## src/rtl/mem_access_pkg.sv

```systemverilog
`default_nettype none
// +----------------------------------------------------------------------------+
// | Module  : mem_access_pkg                                                   |
// | Brief   : Pipeline-register structs, FSM state enum and access-size        |
// |           constants/helpers shared by the memory-access stage.             |
// | Revision: 1.0 - initial release                                            |
// +----------------------------------------------------------------------------+
package mem_access_pkg;

    localparam logic [2:0] C_F3_B  = 3'b000;
    localparam logic [2:0] C_F3_H  = 3'b001;
    localparam logic [2:0] C_F3_W  = 3'b010;
    localparam logic [2:0] C_F3_BU = 3'b100;
    localparam logic [2:0] C_F3_HU = 3'b101;

    typedef enum logic [1:0] {
        ST_IDLE    = 2'd0,
        ST_REQ     = 2'd1,
        ST_WAIT_RD = 2'd2
    } mem_fsm_e;

    typedef struct packed {
        logic [31:0] addr;
        logic [31:0] wdata;
        logic [3:0]  be;
        logic [2:0]  func3;
        logic [4:0]  rd;
        logic        we;
    } mem_state_t;

    typedef struct packed {
        logic        valid;
        logic        we;
        logic        misaligned;
        logic [4:0]  rd;
        logic [31:0] data;
    } wb_state_t;

    // Unsigned sizes are legal for loads only, so they fault for stores.
    function automatic logic access_misaligned(input logic [2:0] f3,
                                               input logic [1:0] off,
                                               input logic       store);
        logic r;
        case (f3)
            C_F3_B:  r = 1'b0;
            C_F3_H:  r = off[0];
            C_F3_W:  r = (off != 2'b00);
            C_F3_BU: r = store;
            C_F3_HU: r = store | off[0];
            default: r = 1'b1;
        endcase
        return r;
    endfunction

    function automatic logic [3:0] byte_enables(input logic [2:0] f3,
                                                input logic [1:0] off);
        logic [3:0] r;
        case (f3[1:0])
            2'b00:   r = 4'b0001 << off;
            2'b01:   r = 4'b0011 << off;
            default: r = 4'b1111;
        endcase
        return r;
    endfunction

    function automatic logic [31:0] store_data(input logic [2:0]  f3,
                                               input logic [31:0] rs2);
        logic [31:0] r;
        case (f3[1:0])
            2'b00:   r = {4{rs2[7:0]}};
            2'b01:   r = {2{rs2[15:0]}};
            default: r = rs2;
        endcase
        return r;
    endfunction

endpackage
`default_nettype wire

```

## src/rtl/mem_access_load_align.sv

```systemverilog
`default_nettype none
// +----------------------------------------------------------------------------+
// | Module  : load_align                                                       |
// | Brief   : Selects byte/half of a read word and sign/zero extends it.       |
// | Revision: 1.0 - initial release                                            |
// +----------------------------------------------------------------------------+
module load_align
    import mem_access_pkg::*;
(
    input  logic [31:0] i_rdata,
    input  logic [1:0]  i_addr_lo,
    input  logic [2:0]  i_func3,
    output logic [31:0] o_data
);

    logic [7:0]  w_byte;
    logic [15:0] w_half;

    always_comb begin
        case (i_addr_lo)
            2'd0:    w_byte = i_rdata[7:0];
            2'd1:    w_byte = i_rdata[15:8];
            2'd2:    w_byte = i_rdata[23:16];
            default: w_byte = i_rdata[31:24];
        endcase
        w_half = i_addr_lo[1] ? i_rdata[31:16] : i_rdata[15:0];

        case (i_func3)
            C_F3_B:  o_data = {{24{w_byte[7]}}, w_byte};
            C_F3_H:  o_data = {{16{w_half[15]}}, w_half};
            C_F3_BU: o_data = {24'd0, w_byte};
            C_F3_HU: o_data = {16'd0, w_half};
            default: o_data = i_rdata;
        endcase
    end

endmodule
`default_nettype wire

```

## src/rtl/mem_access.sv

```systemverilog
`default_nettype none
// +----------------------------------------------------------------------------+
// | Module  : mem_access                                                       |
// | Brief   : MEM pipeline stage: issues data-memory loads/stores, aligns      |
// |           load data and produces a one-cycle MEM/WB result pulse.          |
// | Revision: 1.0 - initial release                                            |
// +----------------------------------------------------------------------------+
module mem_access
    import mem_access_pkg::*;
(
    input  logic        i_clk,
    input  logic        i_reset,
    input  logic        i_valid,
    output logic        o_ready,
    input  logic [31:0] i_ALUOutput,
    input  logic [31:0] i_rs2,
    input  logic [2:0]  i_func3,
    input  logic        i_is_load,
    input  logic        i_is_store,
    input  logic [4:0]  i_rd,
    output logic        o_dmem_req,
    output logic        o_dmem_we,
    output logic [31:0] o_dmem_addr,
    output logic [3:0]  o_dmem_be,
    output logic [31:0] o_dmem_wdata,
    input  logic        i_dmem_gnt,
    input  logic        i_dmem_rvalid,
    input  logic [31:0] i_dmem_rdata,
    output logic        o_wb_valid,
    output logic        o_wb_we,
    output logic [4:0]  o_wb_rd,
    output logic [31:0] o_wb_data,
    output logic        o_misaligned
);

    mem_fsm_e   r_state;
    mem_fsm_e   w_state_next;
    mem_state_t r_mem;
    mem_state_t w_mem_next;
    wb_state_t  r_wb;
    wb_state_t  w_wb_next;

    logic        w_is_load;
    logic        w_is_store;
    logic        w_misaligned;
    logic [31:0] w_load_data;

    // Load takes precedence if both class bits are set.
    assign w_is_load    = i_is_load;
    assign w_is_store   = i_is_store & ~i_is_load;
    assign w_misaligned = access_misaligned(i_func3, i_ALUOutput[1:0], w_is_store);

    load_align u_load_align (
        .i_rdata   (i_dmem_rdata),
        .i_addr_lo (r_mem.addr[1:0]),
        .i_func3   (r_mem.func3),
        .o_data    (w_load_data)
    );

    always_comb begin
        w_state_next = r_state;
        w_mem_next   = r_mem;
        w_wb_next    = '0;
        case (r_state)
            ST_IDLE: begin
                if (i_valid) begin
                    if (!w_is_load && !w_is_store) begin
                        w_wb_next.valid = 1'b1;
                        w_wb_next.we    = (i_rd != 5'd0);
                        w_wb_next.rd    = i_rd;
                        w_wb_next.data  = i_ALUOutput;
                    end else if (w_misaligned) begin
                        w_wb_next.valid      = 1'b1;
                        w_wb_next.misaligned = 1'b1;
                        w_wb_next.rd         = i_rd;
                        w_wb_next.data       = i_ALUOutput;
                    end else begin
                        w_mem_next.addr  = i_ALUOutput;
                        w_mem_next.wdata = store_data(i_func3, i_rs2);
                        w_mem_next.be    = byte_enables(i_func3, i_ALUOutput[1:0]);
                        w_mem_next.func3 = i_func3;
                        w_mem_next.rd    = i_rd;
                        w_mem_next.we    = w_is_store;
                        w_state_next     = ST_REQ;
                    end
                end
            end
            ST_REQ: begin
                if (i_dmem_gnt) begin
                    if (r_mem.we) begin
                        w_wb_next.valid = 1'b1;
                        w_wb_next.rd    = r_mem.rd;
                        w_state_next    = ST_IDLE;
                    end else begin
                        w_state_next = ST_WAIT_RD;
                    end
                end
            end
            ST_WAIT_RD: begin
                if (i_dmem_rvalid) begin
                    w_wb_next.valid = 1'b1;
                    w_wb_next.we    = (r_mem.rd != 5'd0);
                    w_wb_next.rd    = r_mem.rd;
                    w_wb_next.data  = w_load_data;
                    w_state_next    = ST_IDLE;
                end
            end
            default: w_state_next = ST_IDLE;
        endcase
    end

    always_ff @(posedge i_clk) begin
        if (i_reset) begin
            r_state <= ST_IDLE;
            r_mem   <= '0;
            r_wb    <= '0;
        end else begin
            r_state <= w_state_next;
            r_mem   <= w_mem_next;
            r_wb    <= w_wb_next;
        end
    end

    assign o_ready      = (r_state == ST_IDLE);
    assign o_dmem_req   = (r_state == ST_REQ);
    assign o_dmem_we    = (r_state == ST_REQ) & r_mem.we;
    assign o_dmem_addr  = {r_mem.addr[31:2], 2'b00};
    assign o_dmem_be    = r_mem.be;
    assign o_dmem_wdata = r_mem.wdata;
    assign o_wb_valid   = r_wb.valid;
    assign o_wb_we      = r_wb.we;
    assign o_wb_rd      = r_wb.rd;
    assign o_wb_data    = r_wb.data;
    assign o_misaligned = r_wb.misaligned;

endmodule
`default_nettype wire

```

## config.mk

```make
export PLATFORM = sky130hd
export DESIGN_NAME = mem_access
export DESIGN_NICKNAME = d
export VERILOG_FILES = /design/src/rtl/mem_access_pkg.sv /design/src/rtl/mem_access_load_align.sv /design/src/rtl/mem_access.sv
export SDC_FILE = /design/constraint.sdc
export NUM_CORES = 1
export LEC_CHECK = 0
export CAP_MARGIN = 20
export CORE_MARGIN = 2
export CORE_UTILIZATION = 35
export CTS_CLUSTER_SIZE = 8
export DETAILED_ROUTE_END_ITERATION = 7
export PLACE_DENSITY = 0.66
export REMOVE_ABC_BUFFERS = 1
export SETUP_SLACK_MARGIN = 0.02
export SLEW_MARGIN = 20
export SYNTH_ARGS = -nofsm -noshare
export SYNTH_HDL_FRONTEND = slang
export SYNTH_SLANG_ARGS = --single-unit
```

## constraint.sdc

```tcl
create_clock -name i_clk -period 2.6 [get_ports i_clk]
set_input_delay 0.26 -clock i_clk [delete_from_list [all_inputs] [get_ports i_clk]]
set_output_delay 0.26 -clock i_clk [all_outputs]
set_load 0.01 [all_outputs]
```

==> results of run 1 <==
## layout by cell type, fill, tap and decap left out, types with 7 or more instances in the layout
master / count
dfxtp_1: 119
and3b_1: 7
or3_1: 7
o2bb2ai_1: 7
buf_4: 23
nand3_1: 56
a21oi_1: 91
clkdlybuf4s50_1: 217
o21ai_0: 82
a32o_1: 9
a221o_1: 16
mux2_2: 9
nor2_1: 10
a211oi_1: 11
nand2_1: 33
nand2b_1: 10
a311oi_1: 9
mux2i_1: 17
clkbuf_16: 17
## worst paths after layout
check / to / slack (ps) / cells past startpoint
setup / recovery: o_dmem_wdata[10] / 570 / 6
hold / removal: o_wb_we / 220 / 3
setup reg to reg: o_wb_data[26] / 700 / 4
hold reg to reg: o_dmem_addr[17] / 470 / 2
## layout make-up
class | instances | area, µm²
Clock inverter | 7 | 115
Fill cell | 1587 | 8020
Sequential cell | 119 | 2380
Tap cell | 220 | 275
Clock buffer | 25 | 505
Inverter | 5 | 18.8
Multi-Input combinational cell | 421 | 2640
Timing Repair Buffer | 243 | 2390
## per-layer routing
metal | global-route usage | up-vias
li1 | - | 2648
met1 | 0.272 | 2598
met2 | 0.326 | 243
met3 | 0.0644 | 24
met4 | 0.0669 | 0
met5 | 0 | -
## per-stage QoR
stage | power, mW | hold slack (ps) | instance area (µm²) | setup WS, ps | setup TNS (ps)
6_report | 5.29 | 219 | 8330 | 565 | 0
5_1_grt | 5.47 | 230 | 8330 | 499 | 0
4_1_cts | 5.33 | 207 | 8330 | 628 | 0
3_5_place_dp | 2.88 | 466 | 7710 | 191 | 0
3_3_place_gp | 2.87 | 461 | 7710 | 252 | 0
2_1_floorplan | 2.32 | 329 | 5010 | -4100 | -324460
## logic make-up after synthesis
| family | Yosys count | share of synthesized area |
|---|---|---|
| AO/OA/AOI/OAI | 246 | 0.262 |
| AND/OR/NAND/NOR | 146 | 0.137 |
| buffers and inverters | 135 | 0.138 |
| flip-flops | 119 | 0.412 |
| multiplexers | 27 | 0.0508 |
| other | 1 | 0.000648 |
## power by group
group          switching (mW)  internal [mW]
Sequential             0.0500           1.92
Clock                   0.815           1.63
Combinational           0.427          0.446
Total                    1.29           3.99
## registers in the layout, indices dropped and copies added (netlist names)
| signal | flops |
|---|---|
| o_misaligned | 1 |
| o_dmem_addr | 30 |
| r_mem | 11 |
| o_wb_data | 32 |
| o_wb_valid | 1 |
| o_dmem_wdata | 32 |
| o_wb_rd | 5 |
| r_state | 2 |
| o_wb_we | 1 |
| o_dmem_be | 4 |
## worst max-delay path: stages
cell,delay [ps]
clkdlybuf4s50_1,420
or4_4,570
o21ai_4,100
buf_4,540
a21oi_1,150
a311oi_1,280
==> out/summary.txt, run 1 <==
Clock Path Buffers: 2
Final worst path period share: 0.783
WL met2: 8570 µm
Routed len/inst: 17.8 µm
Final ANT Viol Nets: 0
Async S/R FF share, synth: 0
Root Buffer: clkbuf_16
Layout cell share with drive strength beyond 1: 0.0902
Nature of the critical path endpoint: register
Avg Cell Area, Syn: 8.59 µm²
Most frequent cells after synthesis: dfxtp_1 (119), a21oi_1 (91), o21ai_0 (82)
Post-synth EDFFs: 0
Number of global-route vias before repair: 5306
CTS tree: built
Global route total overflow: 0
Non-filler cells, final: 1040
Crit path DAT: 2350 ps
Hold buffer count at CTS: 0
Residual DRC: 0
Die area: 17600 µm²
P&R area growth vs syn: 43.9%
Leading post-synthesis cells by cell area: dfxtp_1 (41%), buf_4 (8.9%), a21oi_1 (7.9%)
Ports: 222
Finished Core Util: 0.509
H-tree depth: 4
Final #Nets: 918
Slew Viols, Final: 0
Initial Util: 0.354
Critical Path Source: i_ALUOutput[0]
Setup Fix Bufs, Post-CTS: 0
First-pass GRT wire length: 29200 µm
Initial antenna violation count: 0
Origin of the critical flop-to-flop path: r_state[0]
Cts bufs inserted: 17
CP Max Fanout: 55
Clk_skew: 7.44 ps
Max-capacitance violation count: 0
DR iter-0 viols: 380
RSZ-0062 raised after global routing: false
Global Route Usage Sum: 0.207
Via Count: 5513
Dpl hpwl: 12900 µm
Mapped Area: 5790 µm²
Die Width: 133 µm
Crit start category: primary input
Top-count cell post-synth: dfxtp_1
Status: finished clean
Synth area leader: dfxtp_1
Total Wirelength: 18500 µm
DP Cell Count: 1008
DRT Pass-1 Iters: 5
Core area: 16300 µm²
Clk Latency, worst-skew pair: 410 ps
Yosys cell types: 47
LEAKAGE: 2.94 nW
Via density: 5.30
Fin crit period: 2030 ps
Synth Register Bits: 119
Worst-path clk slew: 60 ps
Worst endpoint required time: 2920 ps
GPL Wtd Cong: 0.810
Fmax: 491 MHz
Post-synth top area share: 0.412
Buffers on Ports: 219
Worst hold path class: in2reg
Wl on met1: 8140 µm
Worst-margin pin slew: 878 ps
WL met3: 1560 µm
HP Start: i_reset
PwrDens: 635 nW/µm²
Mapped Cells: 674
Max-slew headroom: 0.413
N_diodes: 0
Final Hold Viols: 0
WS Path Type: in2reg
Clock Sinks: 119
Sequential share of the synthesized area: 0.412
Die height: 133 µm
Maximum vdd drop: 451 µV
Post-CTS Resized: 0
Most used DFF post-synth: dfxtp_1
Setup violators final: 0
Ys Warns: 0
Largest net degree at the start of global routing: 56
Row count: 47
DR top layer: met4
Note: power is estimated with default switching activity, not from simulation.
==> run 2, diff against run 1 <==
Clock period 2.6 ns to 1.98 ns, I/O delays scaled along.
==> out/summary.txt, run 2 (same netlist as run 1, synthesis figures left out) <==
WHS Endpoint: o_wb_we
Hold buffer count at CTS: 0 (unchanged)
Buffers on Ports: 219 (unchanged)
Slew Viols, Final: 0 (unchanged)
Crit path DAT: 2140 ps (-210 ps)
Net Switching: 1.68 mW (+30%)
Worst path depth: 5 (-1)
Die height: 133 µm (unchanged)
Row count: 47 (unchanged)
CP bufs+invs: 1 (-1)
Fmax: 546 MHz
CTS tree: built
Pre-CTS setup slack: -147 ps (-338 ps)
Internal power: 5.02 mW (+26%)
P&R area growth vs syn: 47.7%
Reg2Reg Capture Point: o_wb_data[11]
Final #Nets: 942 (+2.6%)
Initial Util: 0.354 (unchanged)
Total Wirelength: 18900 µm (+2.4%)
Commonest non-fill, non-tap cell in the layout: clkdlybuf4s50_1
Status: finished clean
CP Max Fanout: 5 (-91%)
Crit path cell chain: mux4_2, a21oi_1, buf_4, nand2_1, a32o_1
Core area: 16300 µm² (unchanged)
Worst-path clk slew: 60 ps (about the same)
Initial antenna violation count: 0 (unchanged)
Largest net degree at the start of global routing: 80 (+43%)
First-pass GRT wire length: 29700 µm (+1.6%)
Via Count: 5583 (+1.3%)
N_diodes: 0 (unchanged)
Setup violators final: 0 (unchanged)
Clock Sinks: 119 (unchanged)
Worst setup margin: 148 ps (-417 ps)
WS Path Type: reg2reg
Worst-margin pin slew: 927 ps (+49.4 ps)
Number of global-route vias before repair: 5348 (+0.79%)
Maximum vdd drop: 587 µV (+30%)
Cts bufs inserted: 17 (unchanged)
Clk Latency, worst-skew pair: 410 ps (about the same)
Final worst path period share: 0.925
Dpl hpwl: 13200 µm (+1.9%)
RSZ-0062 raised after global routing: false
Global Route Usage Sum: 0.212 (+0.00474)
Final Hold Viols: 0 (unchanged)
Worst endpoint required time: 2280 ps (-640 ps)
DRT Pass-1 Iters: 5 (unchanged)
Routed len/inst: 17.9 µm (+0.44%)
Max-slew headroom: 0.382 (-0.0305)
Layout cell share with drive strength beyond 1: 0.113 (+0.0229)
Via density: 5.27 (-0.64%)
Hold Path Stages: 3 (unchanged)
Max-capacitance violation count: 0 (unchanged)
Clk pwr share: 0.431 (-0.032)
Clk_skew: 7.22 ps (-0.229 ps)
Die Width: 133 µm (unchanged)
Final ANT Viol Nets: 0 (unchanged)
R2R Setup Slk: 150 ps (-550 ps)
Reg power frac: 0.384 (+0.012)
Root Buffer: clkbuf_16
Origin of the critical flop-to-flop path: r_mem[46]
H-tree depth: 4 (unchanged)
Clock Path Buffers: 2 (unchanged)
CP max-delay cell: mux4_2
CP delay by family, top: multiplexers
Highest-count cells in the layout ignoring fill and taps: clkdlybuf4s50_1 (217), dfxtp_1 (119), a21oi_1 (91), o21ai_0 (82), nand3_1 (56)
Die area: 17600 µm² (unchanged)
Global route total overflow: 0 (unchanged)
Nature of the critical path endpoint: register
Slowest Stage Delay on Critical Path: 550 ps (-20 ps)
Residual DRC: 0 (unchanged)
GPL Wtd Cong: 0.799 (-1.4%)
Ports: 222 (unchanged)
Worst hold path class: in2reg
PwrDens: 784 nW/µm² (+24%)
Crit start category: register
Finished Core Util: 0.523 (+0.0134)
LEAKAGE: 3.07 nW (+4.4%)
Fin crit period: 1830 ps
DR iter-0 viols: 332 (-13%)
Comb power frac: 0.184 (+0.019)
HP Start: i_reset
Sw Ratio: 0.250 (+0.00596)
Path depth of the worst reg2reg path: 5 (+1)
==> run 2: layer usage <==
metal / up-vias / GRT usage / share of wire
li1: 2704 / - / -
met1: 2635 / 0.285 / 0.45
met2: 219 / 0.325 / 0.46
met3: 25 / 0.0651 / 0.077
met4: 0 / 0.0687 / 0.013
met5: - / 0 / 0
==> run 2: worst max path at each step <==
stage / startpoint / endpoint
floorplan: r_state[1] / o_dmem_be[2]
CTS: r_mem[46] / o_wb_data[27]
finish: r_mem[46] / o_wb_data[11]
detailed placement: i_dmem_rdata[23] / o_wb_data[31]
global route: r_mem[46] / o_wb_data[11]
global placement: i_dmem_rdata[31] / o_wb_data[29]
==> run 2: final cells by class <==
cell class,instances,area (µm²)
Fill cell,1566,7800
Inverter,5,18.8
Clock buffer,24,502
Multi-Input combinational cell,421,2640
Timing Repair Buffer,267,2680
Tap cell,220,275
Sequential cell,119,2380
Clock inverter,4,45.0
==> run 2: repair_timing <==
item,CTS,global route
setup endpoints to repair,0,6
buffers inserted,0,1
resized for setup,0,0
==> run 2: power by group through the flow <==
stage	Sequential, mW	Combinational [mW]	Clock [mW]
after floorplan	2.68	0.372	0
after global placement	2.62	1.23	0
after detailed placement	2.62	1.23	0
after CTS	2.58	1.24	2.95
after global routing	2.59	1.33	3.05
final	2.58	1.24	2.89
==> run 2: tightest hold or removal path, delay by kind of cell <==
family	cells	cell delay [ps]
AOI/OAI and AO/OA	1	120
buffers and inverters	1	110
and+or+nand+nor	1	60
==> run 2: through the flow <==
step	area (µm²)	power, mW	hold slack [ps]	TNS, ps	instances
6_report	8550	6.70	127	0	1060
5_1_grt	8550	6.97	119	0	1060
4_1_cts	8530	6.76	117	0	1059
3_5_place_dp	7980	3.86	467	-7080	1031
3_3_place_gp	7980	3.85	459	-5020	1031
2_1_floorplan	5010	3.05	267	-393710	545
